`src/rtl/hamster_ramp_pkg.sv`:
```
// Shared types and saturating ramp arithmetic for the motor ramp controller.
package hamster_ramp_pkg;

   localparam int unsigned DEF_NMOT   = 2;
   localparam int unsigned DEF_PWMRES = 8;
   localparam int unsigned DEF_TRES   = 16;
   localparam int unsigned RAMP_MAXW  = 16;

   typedef enum logic [1:0] {
      RUN   = 2'd0,
      DECEL = 2'd1,
      DWELL = 2'd2,
      BRAKE = 2'd3
   } ramp_state_t;

   // min(a + b, lim); the extra carry bit keeps the sum from wrapping
   function automatic logic [RAMP_MAXW-1:0] ramp_sat_add(input logic [RAMP_MAXW-1:0] a,
                                                         input logic [RAMP_MAXW-1:0] b,
                                                         input logic [RAMP_MAXW-1:0] lim);
      logic [RAMP_MAXW:0] s;
      s = {1'b0, a} + {1'b0, b};
      if (s > {1'b0, lim}) return lim;
      return s[RAMP_MAXW-1:0];
   endfunction

   // max(a - b, floor); a borrow means the result went below zero
   function automatic logic [RAMP_MAXW-1:0] ramp_sat_sub(input logic [RAMP_MAXW-1:0] a,
                                                         input logic [RAMP_MAXW-1:0] b,
                                                         input logic [RAMP_MAXW-1:0] floor);
      logic [RAMP_MAXW:0] d;
      d = {1'b0, a} - {1'b0, b};
      if (d[RAMP_MAXW] || (d[RAMP_MAXW-1:0] < floor)) return floor;
      return d[RAMP_MAXW-1:0];
   endfunction

endpackage

```
`src/rtl/motor_ramp_chan.sv`:
```
// One motor channel: command latch, slew-limited PWM ramp and reversal sequencing.
module motor_ramp_chan
   import hamster_ramp_pkg::*;
#(
   parameter int unsigned K_PWMRES = DEF_PWMRES,
   parameter int unsigned K_TRES   = DEF_TRES
) (
   input  logic                i_clk,
   input  logic                i_rst_n,
   input  logic                i_tick,
   input  logic                i_cmd_valid,
   input  logic [K_PWMRES-1:0] i_target,
   input  logic                i_reverse,
   input  logic                i_force_zero,
   input  logic                i_brake_req,
   input  logic [K_PWMRES-1:0] i_step,
   input  logic [K_TRES-1:0]   i_dwell,
   output logic [K_PWMRES-1:0] o_pwm_cmd,
   output logic                o_reverse,
   output logic                o_brake,
   output logic                o_settled_c
);

   ramp_state_t         state_q, state_d;
   logic [K_PWMRES-1:0] out_q, out_d;
   logic [K_PWMRES-1:0] tgt_q, tgt_d;
   logic                lrev_q, lrev_d;
   logic                rev_q, rev_d;
   logic                brake_q, brake_d;
   logic [K_TRES-1:0]   cnt_q, cnt_d;

   logic [K_PWMRES-1:0] up_c, down_c, decel_c;
   logic [K_TRES:0]     cnt_inc_c;

   assign up_c      = K_PWMRES'(ramp_sat_add(RAMP_MAXW'(out_q), RAMP_MAXW'(i_step), RAMP_MAXW'(tgt_q)));
   assign down_c    = K_PWMRES'(ramp_sat_sub(RAMP_MAXW'(out_q), RAMP_MAXW'(i_step), RAMP_MAXW'(tgt_q)));
   assign decel_c   = K_PWMRES'(ramp_sat_sub(RAMP_MAXW'(out_q), RAMP_MAXW'(i_step), RAMP_MAXW'(0)));
   assign cnt_inc_c = {1'b0, cnt_q} + (K_TRES+1)'(1);

   // Next-state: brake overrides everything; direction mismatch is checked every clock
   always_comb begin
      state_d = state_q;
      out_d   = out_q;
      tgt_d   = tgt_q;
      lrev_d  = lrev_q;
      rev_d   = rev_q;
      cnt_d   = cnt_q;

      if (i_force_zero)     tgt_d = '0;
      else if (i_cmd_valid) tgt_d = i_target;
      if (i_cmd_valid)      lrev_d = i_reverse;

      if (i_brake_req) begin
         state_d = BRAKE;
         out_d   = '0;
         cnt_d   = '0;
      end else begin
         unique case (state_q)
            RUN: begin
               if (lrev_q != rev_q) begin
                  state_d = (out_q != '0) ? DECEL : DWELL;
                  cnt_d   = '0;
               end else if (i_tick) begin
                  out_d = (out_q < tgt_q) ? up_c : down_c;
               end
            end
            DECEL: begin
               if (i_tick) begin
                  out_d = decel_c;
                  if (decel_c == '0) begin
                     state_d = DWELL;
                     cnt_d   = '0;
                  end
               end
            end
            DWELL: begin
               if (lrev_q == rev_q) begin
                  state_d = RUN;
               end else if (i_tick) begin
                  if ((i_dwell == '0) || (cnt_inc_c >= {1'b0, i_dwell})) begin
                     rev_d   = lrev_q;
                     state_d = RUN;
                     cnt_d   = '0;
                  end else begin
                     cnt_d = cnt_inc_c[K_TRES-1:0];
                  end
               end
            end
            BRAKE: state_d = RUN;
            default: state_d = RUN;
         endcase
      end

      brake_d = (state_d == BRAKE);
   end

   always_ff @(posedge i_clk or negedge i_rst_n) begin
      if (!i_rst_n) begin
         state_q <= RUN;
         out_q   <= '0;
         tgt_q   <= '0;
         lrev_q  <= 1'b0;
         rev_q   <= 1'b0;
         brake_q <= 1'b0;
         cnt_q   <= '0;
      end else begin
         state_q <= state_d;
         out_q   <= out_d;
         tgt_q   <= tgt_d;
         lrev_q  <= lrev_d;
         rev_q   <= rev_d;
         brake_q <= brake_d;
         cnt_q   <= cnt_d;
      end
   end

   assign o_pwm_cmd   = out_q;
   assign o_reverse   = rev_q;
   assign o_brake     = brake_q;
   assign o_settled_c = (state_q == RUN) && (out_q == tgt_q);

endmodule

```
`src/rtl/motor_ramp_ctrl.sv`:
```
// Ramp controller for K_NMOT motors with a shared command watchdog and sticky fault.
module motor_ramp_ctrl
   import hamster_ramp_pkg::*;
#(
   parameter int unsigned K_NMOT   = DEF_NMOT,
   parameter int unsigned K_PWMRES = DEF_PWMRES,
   parameter int unsigned K_TRES   = DEF_TRES
) (
   input  logic                       i_clk,
   input  logic                       i_rst_n,
   input  logic                       i_tick,
   input  logic                       i_cmd_valid,
   input  logic [K_NMOT*K_PWMRES-1:0] i_target,
   input  logic [K_NMOT-1:0]          i_reverse,
   input  logic                       i_brake,
   input  logic [K_PWMRES-1:0]        i_step,
   input  logic [K_TRES-1:0]          i_dwell,
   input  logic [K_TRES-1:0]          i_wdg_thr,
   input  logic                       i_fault_clr,
   output logic [K_NMOT*K_PWMRES-1:0] o_pwm_cmd,
   output logic [K_NMOT-1:0]          o_reverse,
   output logic [K_NMOT-1:0]          o_brake,
   output logic [K_NMOT-1:0]          o_settled,
   output logic                       o_fault
);

   logic [K_TRES-1:0] wdg_cnt_q, wdg_cnt_d;
   logic              fault_q, fault_d;
   logic              timeout_c;
   logic              brake_req_c;

   assign timeout_c   = (i_wdg_thr != '0) && (wdg_cnt_q >= i_wdg_thr);
   assign brake_req_c = i_brake | fault_q;

   // Watchdog counts ticks since the last command; a timeout beats a same-cycle clear
   always_comb begin
      wdg_cnt_d = wdg_cnt_q;
      fault_d   = fault_q;
      if (i_cmd_valid)                       wdg_cnt_d = '0;
      else if (i_tick && (wdg_cnt_q != '1))  wdg_cnt_d = wdg_cnt_q + K_TRES'(1);
      if (timeout_c)        fault_d = 1'b1;
      else if (i_fault_clr) fault_d = 1'b0;
   end

   always_ff @(posedge i_clk or negedge i_rst_n) begin
      if (!i_rst_n) begin
         wdg_cnt_q <= '0;
         fault_q   <= 1'b0;
      end else begin
         wdg_cnt_q <= wdg_cnt_d;
         fault_q   <= fault_d;
      end
   end

   assign o_fault = fault_q;

   for (genvar g = 0; g < int'(K_NMOT); g++) begin : g_chan
      motor_ramp_chan #(
         .K_PWMRES (K_PWMRES),
         .K_TRES   (K_TRES)
      ) u_chan (
         .i_clk        (i_clk),
         .i_rst_n      (i_rst_n),
         .i_tick       (i_tick),
         .i_cmd_valid  (i_cmd_valid),
         .i_target     (i_target[g*K_PWMRES +: K_PWMRES]),
         .i_reverse    (i_reverse[g]),
         .i_force_zero (timeout_c),
         .i_brake_req  (brake_req_c),
         .i_step       (i_step),
         .i_dwell      (i_dwell),
         .o_pwm_cmd    (o_pwm_cmd[g*K_PWMRES +: K_PWMRES]),
         .o_reverse    (o_reverse[g]),
         .o_brake      (o_brake[g]),
         .o_settled_c  (o_settled[g])
      );
   end

endmodule

```
`config.mk`:
```
export PLATFORM = sky130hd
export DESIGN_NAME = motor_ramp_ctrl
export DESIGN_NICKNAME = d
export VERILOG_FILES = /design/src/rtl/hamster_ramp_pkg.sv /design/src/rtl/motor_ramp_chan.sv /design/src/rtl/motor_ramp_ctrl.sv
export SDC_FILE = /design/constraint.sdc
export NUM_CORES = 1
export LEC_CHECK = 0
export ABC_AREA = 0
export BUFFER_PORTS_ARGS = -buffer_cell sky130_fd_sc_hd__buf_4
export CORE_MARGIN = 2
export CORE_UTILIZATION = 55
export DETAILED_ROUTE_END_ITERATION = 10
export GPL_ROUTABILITY_DRIVEN = 0
export PLACE_DENSITY = 0.86
export SETUP_SLACK_MARGIN = 0.02
export SYNTH_ARGS = -nofsm -noshare
export SYNTH_HDL_FRONTEND = slang
export SYNTH_SLANG_ARGS = --single-unit
```
`constraint.sdc`:
```
create_clock -name i_clk -period 3.9 [get_ports i_clk]
set_clock_uncertainty 0.05 [all_clocks]
set_input_delay 0.39 -clock i_clk [delete_from_list [all_inputs] [get_ports i_clk]]
set_output_delay 0.39 -clock i_clk [all_outputs]
set_load 0.02 [all_outputs]
```
==> results.txt, run 1 <==
----------------------------------------------------
[Outcome]
  Result of the run ... finished, final reports clean

[Route]
  Number of DRC markers in iteration 0 ... 933
  Antenna Nets Post-Route ... 0
  Total detailed-routing wirelength ... 24000 µm
  First-pass iteration count of the detailed router ... 5
  Routed vias/inst ... 6.27
  Mean routed wirelength per cell ... 18.4 µm
  Overall via count from detail_route ... 8178
  Residual DRC ... 0

[Critical path]
  Startpoint kind of the worst setup timing path ... register
  Maximum fanout encountered on the critical timing path ... 6
  Worst setup path endpoint ... g_chan[0].u_chan.o_pwm_cmd[5]$_DFFE_PN0P_
  CP startpoint ... g_chan[0].u_chan.o_pwm_cmd[0]$_DFFE_PN0P_
  Worst Path Required ... 4080 ps
  Category of the critical setup timing path ... register to register
  Startpoint of the lowest-slack register-to-register path ... g_chan[0].u_chan.o_pwm_cmd[0]$_DFFE_PN0P_
  Endpoint of the worst register-to-register path ... g_chan[0].u_chan.o_pwm_cmd[5]$_DFFE_PN0P_
  Flop-to-flop setup slack ... 120 ps
  Crit path capture type ... register
  Data arrival time of the critical path ... 3970 ps
  Worst Reg-to-Reg Cells ... 16

[Logic synthesis]
  Library cell occupying the most area in the post-synthesis netlist ... dfrtp_1
  Top cells by area in the synthesized netlist ... dfrtp_1 (26%), ha_1 (19%), nor2_1 (3.5%)
  Post-Synthesis Net Count ... 1184
  Netlist Area Pre-Place ... 8660 µm²
  Number of unique standard cell types used by synthesis ... 83
  Number of warnings reported in the yosys synthesis log ... 0
  Leading cell type by number of instances after synthesis ... ha_1
  Post-synthesis cell count ... 987
  Ys flop type ... dfrtp_1
  Fraction of the yosys area taken by sequential cells ... 26.3%
  Register bit count reported by yosys ... 91
  Syn Area/Cell ... 8.78 µm²
  Async S/R FF share, synth ... 100%
  Number of enable-type register cells in the synthesized netlist ... 0
  Commonest cells post-synth ... ha_1 (129), dfrtp_1 (91), nor2_1 (81)
  Area fraction of the dominant cell type after synthesis ... 26.3%

[Pwr]
  Cell Int Power ... 0.00204 W
  Power per standard cell area ... 323 nW/µm²
  Power dissipated by switching net loads ... 0.00122 W
  Maximum resistive drop on vdd ... 0.251 mV
  Switching portion of total power ... 37.4%
  PnR Total Power ... 0.00326 W
  Sequential share of power ... 31.9%
  Combinational share of power ... 40.1%
  Leak ... 5.11 nW
  Fraction of power consumed by the clock network ... 28.0%

[Die]
  Number of I/O pins ... 87
  Chip Width ... 130 µm
  Die Outline Area ... 16800 µm²
  Die boundary height ... 130 µm
  Placeable core region ... 15300 µm²
  Row Count ... 45
  Effective utilization at floorplan ... 56.6%

[Finish]
  Layout cell share with drive strength beyond 1 ... 17.5%
  Post-layout nets ... 1286
  Final Instance Count excl. Fillers ... 1305
  Area added between synthesis and finish ... 16.4%
  Inserted Diodes ... 0

[Timing]
  Fin Hold WS ... 86.7 ps
  Max transition margin ... 39.4%
  Final worst path period need ... 3780 ps
  Post-route fraction of the period consumed by the critical path ... 97.0%
  Final setup viols ... 0
  Number of slew-limit violations in the final report ... 0
  Setup TNS after final layout ... 0 ps
  Highest Clock Rate ... 264 MHz
  Final-report hold violation count ... 0
  Tightest Pin Transition ... 904 ps

[Clock tree]
  Hold bufs inserted after CTS ... 0
  Number of buffers created by CTS ... 9
  Latest clock arrival within the worst-skew pair ... 360 ps
  Clock tree sinks ... 91
  CTS tree ... done
  Clock-pin slew of the registers on the worst-case setup and hold paths ... 70 ps
  Maximum count of clock buffers along a single path ... 2
  Root cell of the clock tree ... clkbuf_16
  H-tree Lvls ... 3

[Hold path]
  Path type of the worst min-delay path ... input pin to async pin

[Global route]
  Antenna violations before repair ... 0
  Number of global-route vias before repair ... 8016
  Pin count of the biggest net entering global routing ... 72
  Global route overflow ... 0
  Overall global routing resource usage ... 28.8%
  Wire length of the first global-routing pass ... 38600 µm

[Place]
  Detailed Place HPWL ... 18400 µm
  Number of placed instances with taps included ... 1288
  PortBufs ... 86

[Run]
  Max-cap violations ... 0

----------------------------------------------------
power groups by stage:
stage	sequential [W]	clock (W)	combinational, W
2_1_floorplan	0.00106	0	0.000764
3_3_place_gp	0.00105	0	0.00114
3_5_place_dp	0.00105	0	0.00118
4_1_cts	0.00104	0.000921	0.00119
5_1_grt	0.00104	0.000958	0.00141
6_report	0.00104	0.000911	0.00131
through the flow:
step                      instance area, µm²  setup WS (ps)  util (%)
after floorplan                         8660           68.1         -
after global placement                  9650           37.2      63.0
after detailed placement                9650          -48.1      63.0
after CTS                               9960           62.2      65.0
after global routing                   10100          -60.8      65.8
final                                  10100            116      65.8
critical path: stages (launching register included):
cell and delay [ps]:
dfrtp_1 400, buf_4 160, inv_2 80, ha_4 140, inv_1 60, fa_2 380, a211oi_4 240, nor2_1 100
xor2_1 450, ha_1 330, and4_1 190, o21ai_0 60, a21oi_1 70, o221a_2 310, and3_1 210, o41ai_2 310
o21ai_1 110
area by class of cell:
class                           count  area, µm²
Fill cell                        1294       5230
Tap cell                          211        264
Inverter                           80        300
Timing Repair Buffer              118        886
Multi-Input combinational cell    789       6050
Clock inverter                      6       75.1
Sequential cell                    91       2280
Clock buffer                       10        229
logic make-up after synthesis:
group / count (synthesis) / share of synthesized area (%)
XOR/XNOR: 56 / 5.75
multiplexers: 24 / 2.86
AND/OR/NAND/NOR: 330 / 20.0
AO/OA/AOI/OAI: 246 / 20.2
adder cells (fa/ha/maj): 133 / 19.6
flip-flops: 91 / 26.3
buffers and inverters: 107 / 5.30
layout by cell type, fill, tap and decap left out, types with 5 or more instances in the layout:
| cell | Yosys | layout |
|---|---|---|
| a211oi_1 | 6 | 5 |
| a21o_1 | 23 | 23 |
| a21oi_1 | 48 | 47 |
| a221o_1 | 5 | 5 |
| a22o_1 | 23 | 23 |
| a22oi_1 | 6 | 6 |
| and2_1 | 9 | 8 |
| and3_1 | 10 | 10 |
| and4_1 | 9 | 9 |
| buf_4 | 6 | 118 |
| clkbuf_16 | 0 | 9 |
| dfrtp_1 | 91 | 90 |
| ha_1 | 129 | 125 |
| inv_1 | 79 | 77 |
| mux2_2 | 6 | 6 |
| mux2i_1 | 18 | 18 |
| nand2_1 | 51 | 51 |
| nand2b_1 | 14 | 14 |
| nand3_1 | 32 | 31 |
| nand3b_1 | 6 | 6 |
| nand4_1 | 21 | 21 |
| nor2_1 | 81 | 81 |
| nor2b_1 | 25 | 25 |
| nor3_1 | 23 | 22 |
| nor4_1 | 15 | 14 |
| o21a_1 | 8 | 8 |
| o21ai_0 | 51 | 50 |
| o221ai_1 | 6 | 6 |
| or2_2 | 12 | 11 |
| xnor2_1 | 28 | 28 |
| xor2_1 | 27 | 26 |
registers in the layout, indices dropped and copies added, names as in the netlist, 2 cells and up:
signal / cells
g_chan.u_chan.o_pwm_cmd: 16
g_chan.u_chan.state_q: 4
g_chan.u_chan.tgt_q: 16
g_chan.u_chan.lrev_q: 2
g_chan.u_chan.cnt_q: 32
g_chan.u_chan.o_brake: 2
wdg_cnt_q: 16
g_chan.u_chan.o_reverse: 2
what timing repair did:
action / in CTS / in global routing
pin swaps: 1 / 9
resized for setup: 2 / 27
setup endpoints to repair: 1 / 17
setup buffers: 0 / 1
cloned: 0 / 0
how the worst min path moves through the flow:
| stage | start | endpoint | slack (ps) | cells past startpoint |
|---|---|---|---|---|
| detailed placement | o_fault$_DFFE_PN0P_ | o_fault$_DFFE_PN0P_ | 450 | 1 |
| finish | i_rst_n | wdg_cnt_q[13]$_DFFE_PN0P_ | 90 | 1 |
| CTS | i_rst_n | wdg_cnt_q[13]$_DFFE_PN0P_ | 140 | 1 |
| global placement | o_fault$_DFFE_PN0P_ | o_fault$_DFFE_PN0P_ | 440 | 1 |
| global route | i_rst_n | wdg_cnt_q[13]$_DFFE_PN0P_ | 190 | 1 |
| floorplan | i_rst_n | g_chan[0].u_chan.cnt_q[0]$_DFFE_PN0P_ | 40 | 0 |
per-layer routing:
metal	GRT usage, %	wire length [µm]	vias up
li1	-	-	3824
met1	37.9	10300	3882
met2	46.6	11000	398
met3	6.98	2100	74
met4	9.80	616	0
met5	0	0	-
Power figures use the tool's default switching activity.
==> run 2: changes to the inputs <==
Settings changed: BUFFER_PORTS_ARGS -buffer_cell sky130_fd_sc_hd__buf_4 to -buffer_cell sky130_fd_sc_hd__clkbuf_2, SLEW_MARGIN set to 10.
==> run 2 against run 1 <==
Compared with the run above:
- die area unchanged
- the flow now finishes with violations (negative setup slack)
- global-route usage down 0.63 points
- combinational power about the same
- sequential power about the same
- maximum frequency down 3.0%
- highest routed layer unchanged
- cell count up 0.23%
- worst setup slack worse by 120 ps
- non-clock buffer count up 4
- critical path type unchanged
- critical path depth unchanged
- largest power group unchanged
- count of clock-buffer cells in the layout up 1
- register-to-register slack worse by 120 ps
- sequential share of layout area up 0.36 points
==> results.txt, run 2 (synthesis results as in run 1) <==
----------------------------------------------------
[Clock tree]
  CTS tree ... done
  H-tree Lvls ... 3 (unchanged)
  Number of buffers created by CTS ... 9 (unchanged)
  Clock tree sinks ... 91 (unchanged)
  Latest clock arrival within the worst-skew pair ... 360 ps (about the same)
  Clock-pin slew of the registers on the worst-case setup and hold paths ... 70 ps (about the same)
  Maximum count of clock buffers along a single path ... 2 (unchanged)
  Root cell of the clock tree ... clkbuf_16

[Critical path]
  Cell breakdown of the critical path ... ha_2 -> fa_2 -> nand2b_1 -> a21oi_2 -> o21ba_2 -> or4_4 -> nand3_4 -> ha_4 -> a22o_1 -> nor4_2 -> nand3_1 -> a21o_1 -> buf_6 -> nor4bb_1 -> o21ai_0 -> a21oi_1
  Data arrival time of the critical path ... 4140 ps (+170 ps)
  Startpoint kind of the worst setup timing path ... register
  Category of the critical setup timing path ... register to register
  Flop-to-flop setup slack ... -0.8 ps (-120 ps)
  Worst Path Required ... 4140 ps (+60 ps)
  Startpoint of the lowest-slack register-to-register path ... g_chan[0].u_chan.o_pwm_cmd[0]$_DFFE_PN0P_
  Maximum fanout encountered on the critical timing path ... 8 (+2)
  Critical-path top delay cell ... dfrtp_1
  Worst Reg-to-Reg Cells ... 16 (unchanged)
  CP startpoint ... g_chan[0].u_chan.o_pwm_cmd[0]$_DFFE_PN0P_
  Worst setup path endpoint ... g_chan[0].u_chan.o_pwm_cmd[2]$_DFFE_PN0P_
  Slowest Stage Delay on Critical Path ... 430 ps (-20 ps)
  Crit path capture type ... register
  Endpoint of the worst register-to-register path ... g_chan[0].u_chan.o_pwm_cmd[2]$_DFFE_PN0P_

[Finish]
  Final Instance Count excl. Fillers ... 1308 (+0.23%)
  Most common cell after layout, fill and taps aside ... ha_1
  Layout cell share with drive strength beyond 1 ... 17.4% (-0.048 points)
  Inserted Diodes ... 0 (unchanged)
  Reg with most FFs ... g_chan.u_chan.cnt_q
  Fraction of the core area covered by cells at the end of the flow ... 64.8% (-1.1 points)
  Area added between synthesis and finish ... 14.5%
  Largest register FFs ... 32 (unchanged)
  Commonest cells after routing, fill and taps aside ... ha_1 (127), dfrtp_1 (91), clkbuf_2 (85), nor2_1 (81), inv_1 (78)
  Post-layout nets ... 1290 (+0.31%)
  Final design area excluding fillers ... 9920 µm² (-1.6%)

[Outcome]
  Failing checks ... negative setup slack
  Result of the run ... finished with violations

[Timing]
  Tightest Pin Transition ... 1020 ps (+112 ps)
  Final setup viols ... 1 (+1)
  Final-report hold violation count ... 0 (unchanged)
  Highest Clock Rate ... 256 MHz (-3.0%)
  Final worst path period need ... 3900 ps (+117 ps)
  Fin Hold WS ... 111 ps (+24.3 ps)
  Max transition margin ... 32.2% (-7.2 points)
  Unrepaired setup endpoints after global routing ... true
  Post-route fraction of the period consumed by the critical path ... 100% (+3.0 points)
  Number of slew-limit violations in the final report ... 0 (unchanged)
  Final critical-path setup slack ... -0.768 ps (-117 ps)

[Die]
  Die Outline Area ... 16800 µm² (unchanged)
  Row Count ... 45 (unchanged)
  Effective utilization at floorplan ... 56.6% (unchanged)
  Placeable core region ... 15300 µm² (unchanged)
  Number of I/O pins ... 87 (unchanged)
  Chip Width ... 130 µm (unchanged)
  Die boundary height ... 130 µm (unchanged)

[Route]
  Total detailed-routing wirelength ... 23400 µm (-2.4%)
  Mean routed wirelength per cell ... 17.9 µm (-2.6%)
  Routed vias/inst ... 6.20 (-1.1%)
  Residual DRC ... 0 (unchanged)
  Antenna Nets Post-Route ... 0 (unchanged)
  Number of DRC markers in iteration 0 ... 1089 (+17%)
  First-pass iteration count of the detailed router ... 6 (+1)
  Overall via count from detail_route ... 8110 (-0.83%)

[Global route]
  Met1 GRT Util ... 37.5% (-0.46 points)
  Pin count of the biggest net entering global routing ... 67 (-6.9%)
  Wire length of the first global-routing pass ... 37900 µm (-1.8%)
  Overall global routing resource usage ... 28.1% (-0.63 points)
  Met2 Usage GRT ... 44.6% (-2.0 points)
  Antenna violations before repair ... 0 (unchanged)
  Global routing's busiest layer ... met2
  Met3 global-route usage ... 6.32% (-0.66 points)
  Number of global-route vias before repair ... 7936 (-1.0%)
  Global route overflow ... 0 (unchanged)

[Pwr]
  Maximum resistive drop on vdd ... 0.200 mV (-20%)
  Power per standard cell area ... 334 nW/µm² (+3.4%)
  Leak ... 5.08 nW (-0.60%)

[Hold path]
  Path type of the worst min-delay path ... input pin to async pin

[Place]
  Cell area after placement ... 9440 µm² (-2.2%)
  Detailed Place HPWL ... 17800 µm (-3.4%)
  PortBufs ... 86 (unchanged)
  Number of placed instances with taps included ... 1288 (unchanged)

[Run]
  Max-cap violations ... 0 (unchanged)

----------------------------------------------------
-- run 2: changes by cell type in the layout (fill, tap and decap cells not counted), sizes merged --
cell / previous run / this run
clkbuf: 10 / 96
buf: 118 / 37
clkinv: 3 / 0
bufinv: 1 / 2
clkinvlp: 1 / 2
inv: 81 / 80
-- run 2: how the worst min path moves through the flow --
stage | start | end | slack [ps] | cells after the start
detailed placement | o_fault$_DFFE_PN0P_ | o_fault$_DFFE_PN0P_ | 450 | 1
floorplan | i_rst_n | g_chan[0].u_chan.cnt_q[0]$_DFFE_PN0P_ | 40 | 0
CTS | i_rst_n | g_chan[1].u_chan.tgt_q[6]$_DFFE_PN0P_ | 130 | 1
finish | i_rst_n | g_chan[1].u_chan.tgt_q[6]$_DFFE_PN0P_ | 110 | 1
global route | i_rst_n | g_chan[1].u_chan.tgt_q[6]$_DFFE_PN0P_ | 170 | 1
global placement | o_fault$_DFFE_PN0P_ | o_fault$_DFFE_PN0P_ | 440 | 1
-- run 2: through the flow --
step	worst slack (ps)	TNS [ps]	power [W]
global placement	57.2	0	0.00216
global route	-89.6	-349	0.00346
floorplan	68.1	0	0.00182
finish	-0.768	-0.768	0.00331
detailed placement	-112	-534	0.00220
CTS	23.0	0	0.00318
-- run 2: power breakdown --
group	leakage [nW]	internal, W	total (W)	switching, W
logic	3.72	0.000534	0.00130	0.000769
registers	1.21	0.000985	0.00104	0.0000576
clock network	0.148	0.000576	0.000968	0.000392
total	5.08	0.00210	0.00331	0.00122
-- run 2: worst max-delay path, delay by kind of cell (launching register included) --
kind / cells / cell delay, ps
flops: 1 / 430
compound gates: 6 / 1030
fa+ha+maj: 3 / 770
simple gates: 6 / 1430
buf+inv: 1 / 140
-- run 2: cell type report --
cell class	instances	area (µm²)
Multi-Input combinational cell	789	6050
Fill cell	1220	5400
Sequential cell	91	2280
Timing Repair Buffer	122	707
Inverter	80	300
Tap cell	211	264
Clock buffer	11	243
Clock inverter	4	75.1
-- run 2: metal layers --
metal	part of all wire (%)	wire length [µm]
met1	43	10100
met3	9.2	2150
met5	0	0
met4	3.7	860
met2	44	10300
-- run 2: repair_timing --
item | 4_1_cts | 5_1_grt
pin swaps | 0 | 12
setup endpoints to repair | 6 | 16
hold buffers | 0 | 0
gates cloned | 0 | 0
gates resized for setup | 2 | 24
buffers inserted | 0 | 5
